--- config.mk ---
export PLATFORM = sky130hd
export DESIGN_NAME = hazard_predict_unit
export DESIGN_NICKNAME = d
export VERILOG_FILES = /design/src/rtl/hazard_predict_unit.sv
export SDC_FILE = /design/constraint.sdc
export NUM_CORES = 1
export LEC_CHECK = 0
export BUFFER_PORTS_ARGS = -buffer_cell sky130_fd_sc_hd__buf_4
export CORE_ASPECT_RATIO = 0.75
export CORE_UTILIZATION = 50
export CTS_CLUSTER_DIAMETER = 60
export DETAILED_ROUTE_END_ITERATION = 10
export GPL_TIMING_DRIVEN = 1
export PLACE_DENSITY = 0.78
export SYNTH_ARGS = -nofsm -noshare
export SYNTH_HDL_FRONTEND = slang
export SYNTH_SLANG_ARGS = --single-unit
--- constraint.sdc ---
create_clock -name CLK -period 4 [get_ports CLK]
set_clock_uncertainty 0.2 [all_clocks]
set_input_delay 0.4 -clock CLK [delete_from_list [all_inputs] [get_ports CLK]]
set_output_delay 0.4 -clock CLK [all_outputs]
set_load 0.05 [all_outputs]
--- src/rtl/hazard_predict_unit.sv ---
// Pipeline hazard controller for the 5-stage MIPS core: BHT branch prediction,
// I/D memory-wait handling, load-use and jump bubbles, and performance counters.
module hazard_predict_unit #(
    parameter int IDX_W = 4,
    parameter int CTR_W = 2,
    parameter int CNT_W = 32
) (
    input  logic             CLK,
    input  logic             RST,
    input  logic [31:0]      if_pc,
    input  logic             if_is_branch,
    output logic             pred_taken,
    input  logic             ihit,
    input  logic [4:0]       id_rs,
    input  logic [4:0]       id_rt,
    input  logic             id_is_jump,
    input  logic             ex_is_load,
    input  logic [4:0]       ex_rd,
    input  logic             mem_valid,
    input  logic             mem_is_branch,
    input  logic             mem_taken,
    input  logic             mem_pred,
    input  logic [31:0]      mem_pc,
    input  logic             mem_dreq,
    input  logic             dhit,
    output logic             pc_stall,
    output logic             fd_stall,
    output logic             fd_flush,
    output logic             de_stall,
    output logic             de_flush,
    output logic             em_stall,
    output logic             em_flush,
    output logic             mw_flush,
    output logic             redirect,
    output logic [CNT_W-1:0] perf_mispred,
    output logic [CNT_W-1:0] perf_stall
);

    localparam int DEPTH = 1 << IDX_W;
    localparam logic [CTR_W-1:0] CTR_INIT = CTR_W'((2 ** (CTR_W - 1)) - 1);

    typedef enum logic [1:0] {
        RUN   = 2'd0,
        IWAIT = 2'd1,
        DWAIT = 2'd2
    } state_t;

    state_t           state;
    logic [CTR_W-1:0] bht [DEPTH];

    logic [IDX_W-1:0] if_idx;
    logic [IDX_W-1:0] mem_idx;
    logic             mispred;
    logic             mispred_act;
    logic             dwait_act;
    logic             load_use;
    logic             fd_stall_req;
    logic             de_stall_req;
    logic             em_stall_req;
    logic             bht_upd;
    logic             unused_pc_bits;

    function automatic logic [CTR_W-1:0] ctr_step(input logic [CTR_W-1:0] c, input logic up);
        if (up)
            return (&c) ? c : c + CTR_W'(1);
        return (c == '0) ? c : c - CTR_W'(1);
    endfunction

    function automatic logic [CNT_W-1:0] cnt_sat_inc(input logic [CNT_W-1:0] c);
        return (&c) ? c : c + CNT_W'(1);
    endfunction

    assign if_idx  = if_pc[IDX_W+1:2];
    assign mem_idx = mem_pc[IDX_W+1:2];
    assign unused_pc_bits = ^{if_pc[31:IDX_W+2], if_pc[1:0], mem_pc[31:IDX_W+2], mem_pc[1:0]};

    assign pred_taken = if_is_branch & bht[if_idx][CTR_W-1];

    // The data-side wait is held while the MEM access is outstanding, including its first cycle.
    assign dwait_act   = ((state == DWAIT) | mem_dreq) & ~dhit;
    assign mispred     = mem_valid & mem_is_branch & (mem_taken != mem_pred);
    assign mispred_act = mispred & ~dwait_act;
    assign load_use    = ex_is_load & (ex_rd != 5'd0) & ((ex_rd == id_rs) | (ex_rd == id_rt));
    assign bht_upd     = mem_valid & mem_is_branch & ~em_stall;

    always_comb begin
        pc_stall     = 1'b0;
        fd_stall_req = 1'b0;
        fd_flush     = 1'b0;
        de_stall_req = 1'b0;
        de_flush     = 1'b0;
        em_stall_req = 1'b0;
        em_flush     = 1'b0;
        mw_flush     = 1'b0;
        redirect     = 1'b0;
        if (dwait_act) begin
            pc_stall     = 1'b1;
            fd_stall_req = 1'b1;
            de_stall_req = 1'b1;
            em_stall_req = 1'b1;
            mw_flush     = 1'b1;
        end else if (mispred) begin
            fd_flush = 1'b1;
            de_flush = 1'b1;
            em_flush = 1'b1;
            redirect = 1'b1;
        end else if (load_use) begin
            pc_stall     = 1'b1;
            fd_stall_req = 1'b1;
            de_flush     = 1'b1;
        end else if (id_is_jump || !ihit) begin
            pc_stall = 1'b1;
            fd_flush = 1'b1;
        end
    end

    // A flush on a latch overrides a stall on the same latch.
    assign fd_stall = fd_stall_req & ~fd_flush;
    assign de_stall = de_stall_req & ~de_flush;
    assign em_stall = em_stall_req & ~em_flush;

    always_ff @(posedge CLK) begin
        if (RST) begin
            state        <= RUN;
            perf_mispred <= '0;
            perf_stall   <= '0;
            for (int i = 0; i < DEPTH; i++)
                bht[i] <= CTR_INIT;
        end else begin
            if (dwait_act)
                state <= DWAIT;
            else if (state != DWAIT && !ihit && !mispred_act)
                state <= IWAIT;
            else
                state <= RUN;

            if (bht_upd)
                bht[mem_idx] <= ctr_step(bht[mem_idx], mem_taken);
            if (mispred_act)
                perf_mispred <= cnt_sat_inc(perf_mispred);
            if (pc_stall)
                perf_stall <= cnt_sat_inc(perf_stall);
        end
    end

endmodule

==> Word level (Yosys, flattened, before mapping) <==
Memory sizes are Yosys's and may differ from the RTL's.
Cells that the tools add are included.
Widths: inputs -> output; s select.
{ "totals": {"ram_bits": 32, "input_bits": 91, "mem_count": 1, "ff_bits": 66, "wordCells": 83} }
{ "mem_list": {"columns": ["memory", "words", "word_bits", "rd", "rd_clocked_by_memory_dff", "wr", "line", "source"], "rows": [
  ["bht", 16, 2, 2, 0, 16, "49", "logic [CTR_W-1:0] bht [DEPTH];"]
]} }
{ "op_classes": {"n_eq_ne": 5, "n_addsub": 4, "n_bitwise": 21, "mux": 34, "n_reduce_logical": 14} }
{ "op_table": {"columns": ["op", "n"], "rows": [
  ["$add 32x1->32 const B", 2],
  ["$reduce_and 32->1", 2],
  ["$mux 1", 25],
  ["$mux 2", 8],
  ["$and 1x1->1", 11],
  ["$eq 5x5->1", 2],
  ["$not 1->1", 8],
  ["$reduce_and 2->1", 3],
  ["$reduce_bool 5->1", 1],
  ["$mux 4", 1],
  ["$reduce_or 2->1", 2],
  ["$add 2x1->2 const B", 1],
  ["$eq 2x2->1 const B", 1],
  ["$logic_and 1x1->1", 2],
  ["$logic_not 1->1", 2],
  ["$logic_not 2->1", 1],
  ["$ne 2x2->1 const B", 1],
  ["$or 1x1->1", 2],
  ["$sub 2x1->2 const B", 1],
  ["$logic_or 1x1->1", 1],
  ["$ne 1x1->1", 1]
]} }

==> Logic depth before layout (Yosys ltp) <==
Gate-level depths: netlist (run 1).
{ "depth": {"depth_word": 14, "ltp_mapped": 9, "depth_no_buf": 7} }

==> Worst setup path before layout (run 1) <==
OpenSTA, ideal clock, no wires.
{ "synth_timing": {"path_kind": "input to output", "from": "input ex_rd[1]", "to": "output fd_flush", "n_path_buf": 0, "required_time_ns": 3.400, "path_stages": 5, "path_slack_ns": 0.678, "arrival_ns": 2.722, "path_cell_list": "or4_1 -> o21ai_0 -> nand2b_1 -> o21ai_0 -> a21oi_1"} }
{ "synth_between": {"elab_chain_cells": 6, "word_cells_on_any_way": 9} }
{ "synth_rtl": {"columns": ["element", "line", "source"], "rows": [
  ["from (decl)", "18", "input logic [4:0] ex_rd,"],
  ["$eq 5x5->1 / $reduce_bool 5->1 (equally long branches)", "83", "assign load_use = ex_is_load & (ex_rd != 5'd0) & ((ex_rd == id_rs) | (ex_rd == id_rt));"],
  ["$or 1x1->1 / $and 1x1->1 (equally long branches)", "83", null],
  ["$and 1x1->1 (*)", "83", null],
  ["$mux 1 (*)", "107", "end else if (load_use) begin"],
  ["$mux 1 (*)", "102", "end else if (mispred) begin"],
  ["$mux 1 (*)", "96", "if (dwait_act) begin"],
  ["to (decl)", "28", "output logic fd_flush,"]
]} }
Mark *: on every way between the ends. The rest lies on a longest branch, timed or not.

==> results.ini, run 1 <==
[hold_path]
hold_depth = 3
hp-class = in -> reg
min_from = ihit
worstHoldEndpoint = state[0]$_SDFF_PP0_

[drt]
first_pass_iters = 4
wire_per_inst_um = 16.5
vias_per_cell = 6.04
antenna_left = 0
drc = 0
vias = 4858
drt_iter0_drc = 436
wl_mm = 13.3

[power_and_ir_drop]
p_leak_nw = 2.36
p_sw_uw = 528
p_int_mw = 1.68
power_mw = 2.21
seq_power_share = 0.474
comb_power_share = 0.106
clockPowerShare = 0.420
cellPowerDensity_nw_per_um2 = 337
swShare = 0.239
vdd.ir_drop.worst_mv = 0.218

[sta]
setup_ws_ns = 1.20
slew_headroom = 0.407
whs_ns = 0.118
max_freq_mhz = 358
tns_ns = 0
setup_viol = 0
hold_violations = 0
fin_crit_sh = 0.699
tightest_slew_ns = 0.882
rsz0062_at_grt = false
min_period_ns = 2.80
drv_slew = 0

[flow_run]
max-cap-violations = 0

[cts]
postCtsResizedCells = 0
cts_buffer_depth = 2
cts_setup_buffers = 0
cts.clk_slew.worst_paths_ns = 0.07
cts_tree = built
numClockSinks = 98
htreeDepth = 3
cts-buffers-inserted = 9
cts_root_buf = clkbuf_16
cts_hold_buf = 0
worstSkewPairLatency_ns = 0.35

[logic_synthesis]
synth.distinct_cells = 51
synth_edf_count = 32
yosys.area_share.xor_xnor = 0.0617
ys_seq_area_frac = 0.423
ys.flop_type = dfxtp_1
syn-num-nets = 668
synth_seq_cells = 98
synth_mux_area_frac = 0.0709
netlist_top_cells_count = 66 x dfxtp_1, 57 x nor2_1, 55 x nand2_1
synth_top_area_frac = 0.245
synth_warnings = 0
synth_top_family_by_area = simple AND/OR/NAND/NOR gates
avgSynthCellArea_sq_um = 9.39
synth_compound_area_frac = 0.0874
yosys.area_share.simple = 0.307
synthMostInstantiatedCell = dfxtp_1
netlist_area_sq_um = 5400
yosys-top-cells-area = dfxtp_1 24%, edfxtp_1 18%, mux4_2 5.4%
synth_fa_ha_area_frac = 0.00858
synthArstFlopShare = 0
yosys.area.top_type = dfxtp_1
syn_inst = 575

[place]
dp_slack_ns = 1.07
dpl.hpwl_mm = 9.26
postPlaceCellArea_sq_um = 6240
gp_congestion = 0.813
io_buffers = 108
dp_cells = 788

[worst_setup_path]
worstSetupPathType = reg -> reg
ff2ff_setup_slack_ns = 1.20
path_delay_family = simple AND/OR/NAND/NOR gates
crit_fanout = 9
slowest_delay_ns = 0.55
ff2ff_path_depth = 6
crit_path_top_delay_cell = nor4_1
cp.arrival_ns = 2.62
r2r-end = bht[5][0]$_SDFFCE_PN1P_
end_kind = flip-flop
worst-path-buf-inv = 1
worstPathRequired_ns = 3.82
r2r_start = state[1]$_SDFF_PP0_
cp-start-kind = flip-flop
crit_chain = nor2b_1 > o21bai_2 > inv_1 > nor4_1 > nand2_1 > o21ai_0

[grt]
grt-ovfl-total = 0
grt_pass1_vias = 4474
grt_max_degree = 80
grt_pass1_wl_mm = 21.7
antenna_found_initial = 1
grt_use_total = 0.246

[cells_and_area]
area_growth_pct = 21.6
utilization = 0.633
n_antenna_cell = 0
fin_area_sq_um = 6560
fin_cells = 804
fillCellCount = 857
nNetsFinal = 756
drive_above_1_share = 0.244

[die]
initial_core_util = 0.521
rows = 32
core_sq_um = 10400
die_y_um = 92.0
io_pins = 165
die_w_um = 122
die-area_sq_um = 11200

[status]
status = complete, no violations

==> registers in the layout (all words and copies together), names as in the netlist <==
register      cells
perf_stall       32
perf_mispred     32
state             2
bht              32
==> worst max-delay path by stage <==
stage / startpoint / to / depth (start not counted)
global route: state[1]$_SDFF_PP0_ / bht[12][1]$_SDFFCE_PN0P_ / 6
floorplan: ex_rd[1] / fd_flush / 5
global placement: ex_rd[1] / perf_stall[12]$_SDFFE_PP0P_ / 8
CTS: ex_rd[1] / pc_stall / 7
finish: state[1]$_SDFF_PP0_ / bht[5][0]$_SDFFCE_PN1P_ / 6
detailed placement: ex_rd[1] / perf_stall[12]$_SDFFE_PP0P_ / 8
==> cell usage in the layout, fill, tap and decap left out, types with 7 or more instances in the layout <==
master and n:
nand4_1 16, and4_1 7, inv_1 10, nor2_1 57, o21ai_0 12, xnor2_1 32, edfxtp_1 32, buf_4 113
and3_1 10, dfxtp_1 66, a21oi_1 27, nor4_1 13, mux4_2 13, or4_1 23, nor3_1 24, clkbuf_16 11
nand2_1 55, nor2b_1 16, nand3_1 32, o31ai_1 21
==> worst min-delay path, cell delays in order <==
cell,delay (ns)
buf_4,0.09
or3_1,0.09
nor3_1,0.04
==> area by class of cell <==
cell class	instances	area [sq um]	area share
clock buffer	15	290	0.0442
clock inverter	1	30.0	0.00458
inverter	10	37.5	0.00572
multi-input combinational	431	2900	0.442
sequential	98	2280	0.348
tap	136	170	0.0259
timing repair buffer	113	848	0.129
==> routing by layer <==
| layer | part of all wire | global-route usage | vias to the layer above | wire length, um |
|---|---|---|---|---|
| met5 | 0 | 0 | - | 0 |
| li1 | - | - | 2305 | - |
| met2 | 0.47 | 0.388 | 210 | 6290 |
| met1 | 0.43 | 0.327 | 2325 | 5770 |
| met3 | 0.078 | 0.0665 | 18 | 1030 |
| met4 | 0.014 | 0.0761 | 0 | 191 |
==> power groups by stage <==
| stage | combinational (mW) | sequential [mW] | clock (mW) |
|---|---|---|---|
| global route | 0.251 | 1.05 | 0.983 |
| global placement | 0.227 | 1.07 | 0 |
| CTS | 0.234 | 1.05 | 0.940 |
| finish | 0.234 | 1.05 | 0.929 |
| detailed placement | 0.233 | 1.07 | 0 |
| floorplan | 0.145 | 1.08 | 0 |
==> cells by family after synthesis <==
logic type	count (synthesis)
AOI/OAI and AO/OA	75
xor gates and xnor gates	38
adders and majority gates	4
buffers and inverters	46
DFF	98
muxes	21
and+or+nand+nor	293
(Power assumes the default switching activity.)
==> inputs of run 2 (changes only) <==
Settings changed: ABC_AREA set to 1, CORE_UTILIZATION 50 to 48, PLACE_DENSITY 0.78 to 0.77.
Clock period 4 ns to 2.4 ns, I/O delays scaled along.
==> results.ini, run 2 <==
[worst_setup_path]
end_kind = flip-flop
crit_chain = ha_1 > inv_1 > nor2_2 > nand2_1 > nor2_2 > nand3_2 > buf_4 > nand2_1 > inv_1 > a21oi_1 > nor2_1
cp.arrival_ns = 2.27
worstSetupPathType = reg -> reg
cp-start-kind = flip-flop
slowest_delay_ns = 0.38
crit_path_top_delay_cell = dfxtp_1
worstPathRequired_ns = 2.43
path_delay_family = simple AND/OR/NAND/NOR gates
worst-path-buf-inv = 3
crit_fanout = 16

[cells_and_area]
area_growth_pct = 23.1
fin_cells = 1163
final_common_cell = nand2_1
fillCellCount = 1136
nNetsFinal = 1089
largestRegisters = bht (32), perf_mispred (32), perf_stall (32)
n_antenna_cell = 0
drive_above_1_share = 0.188
layout_common_cells = 237 x nand2_1, 136 x nor2_1, 129 x buf_4

[drt]
drc = 0
vias = 6009
antenna_left = 0
wl_mm = 15.5
first_pass_iters = 6
vias_per_cell = 5.17
wire_per_inst_um = 13.3
drt_iter0_drc = 451

[logic_synthesis]
ys_seq_area_frac = 0.384
syn_inst = 879
yosys.area.top_type = dfxtp_1
synth_seq_cells = 98
synth_edf_count = 32
synth_warnings = 0
syn-num-nets = 972
netlist_area_sq_um = 5950
ys.flop_type = dfxtp_1
synthMostInstantiatedCell = nand2_1
synthArstFlopShare = 0
netlist_top_cells_count = 237 x nand2_1, 136 x nor2_1, 106 x inv_1
synth.distinct_cells = 40
yosys-top-cells-area = dfxtp_1 22%, edfxtp_1 16%, nand2_1 15%
avgSynthCellArea_sq_um = 6.77
synth_top_area_frac = 0.222

[grt]
grt_pass1_vias = 5025
grt_pass1_wl_mm = 24.3
grt-ovfl-total = 0
grt_use_total = 0.238
grt_max_degree = 39
antenna_found_initial = 0

[place]
gp_congestion = 0.956
io_buffers = 108
dp_cells = 1145
dpl.hpwl_mm = 11.4

[cts]
cts_setup_buffers = 0
cts_root_buf = clkbuf_16
numClockSinks = 98
cts_buffer_depth = 2
worstSkewPairLatency_ns = 0.35
htreeDepth = 3
cts_tree = built
cts.clk_slew.worst_paths_ns = 0.07
cts-buffers-inserted = 9

[die]
die_w_um = 131
die_y_um = 98.4
core_sq_um = 11800
initial_core_util = 0.503
rows = 34
io_pins = 165
die-area_sq_um = 12900

[sta]
hold_violations = 0
drv_slew = 0
max_freq_mhz = 448
slew_headroom = 0.544
min_period_ns = 2.23
setup_viol = 0
rsz0062_at_grt = false
tns_ns = 0
tightest_slew_ns = 0.684
fin_crit_sh = 0.931

[power_and_ir_drop]
power_mw = 3.74
vdd.ir_drop.worst_mv = 0.387
cellPowerDensity_nw_per_um2 = 511
p_leak_nw = 3.21

[status]
status = complete, no violations

[hold_path]
hp-class = in -> reg

[flow_run]
max-cap-violations = 0

[run 2: changes by cell type after synthesis, sizes merged, moves of 10 or more]
cell and change:
a22oi +14, xnor2 -21, clkbuf -10, o31ai -21
nand3 +37, or4 -23, nand2 +190, inv +101
nor2b -16, a21oi +27, mux4 -13, nor2 +97
nor4 -15
[run 2: cell type report]
cell class / instances / area (sq um) / area share
Clock buffer: 11 / 243 / 0.0331
Clock inverter: 5 / 60.1 / 0.00820
Inverter: 111 / 419 / 0.0572
Multi-Input combinational cell: 642 / 3080 / 0.420
Sequential cell: 98 / 2280 / 0.312
Tap cell: 162 / 203 / 0.0277
Timing Repair Buffer: 134 / 1040 / 0.142
[run 2: final timing paths]
check,slack (ns),startpoint,cells past startpoint,to
worst min-delay path,0.11,dhit,4,state[1]$_SDFF_PP0_
worst min register to register,0.32,perf_mispred[30]$_SDFFE_PP0P_,2,perf_mispred[30]$_SDFFE_PP0P_
worst max register to register,0.17,perf_stall[1]$_SDFFE_PP0P_,11,perf_stall[8]$_SDFFE_PP0P_
worst max-delay path,0.17,perf_stall[1]$_SDFFE_PP0P_,11,perf_stall[8]$_SDFFE_PP0P_
[run 2: what timing repair did]
item / 4_1_cts / 5_1_grt
hold endpoints to repair: 12 / 0
gates resized for setup: 1 / 4
hold buffers: 2 / 0
pin swaps: 0 / 0
endpoints found under the setup margin: 1 / 7
[run 2: tightest hold or removal path, cell delays in order]
cell	delay [ns]
buf_4	0.07
o21bai_2	0.12
buf_4	0.14
nor2_1	0.04
[run 2: cells by family (layout without fill, tap and decap cells)]
group | after synthesis | after routing | synth area share
buffers and inverters | 139 | 261 | 0.101
and+or+nand+nor | 517 | 517 | 0.377
xor gates and xnor gates | 24 | 24 | 0.0353
DFF | 98 | 98 | 0.384
AOI/OAI and AO/OA | 99 | 99 | 0.0990
adders and majority gates | 2 | 2 | 0.00420
[run 2: stage by stage]
stage / utilization / area [sq um] / hold slack (ns) / worst slack (ns)
5_1_grt: 0.619 / 7330 / 0.137 / 0.00145
3_3_place_gp: 0.591 / 6990 / 0.226 / 0.200
6_report: 0.619 / 7330 / 0.112 / 0.167
4_1_cts: 0.619 / 7320 / 0.119 / 0.106
3_5_place_dp: 0.591 / 6990 / 0.228 / 0.185
2_1_floorplan: - / 5950 / 0.109 / 0.0422
[run 2: layer usage]
metal  GRT usage  up-vias  wire length [um]
met5           0        -                 0
met4      0.0460        0                98
met3      0.0505        9              1360
met2       0.338      229              6360
met1       0.370     2705              7680
li1            -     3066                 -
[run 2: power by group]
group | total [mW] | leakage (nW) | switching (mW) | internal, mW
Combinational | 0.508 | 2.26 | 0.333 | 0.175
Sequential | 1.75 | 0.811 | 0.0223 | 1.73
Clock | 1.48 | 0.147 | 0.637 | 0.843
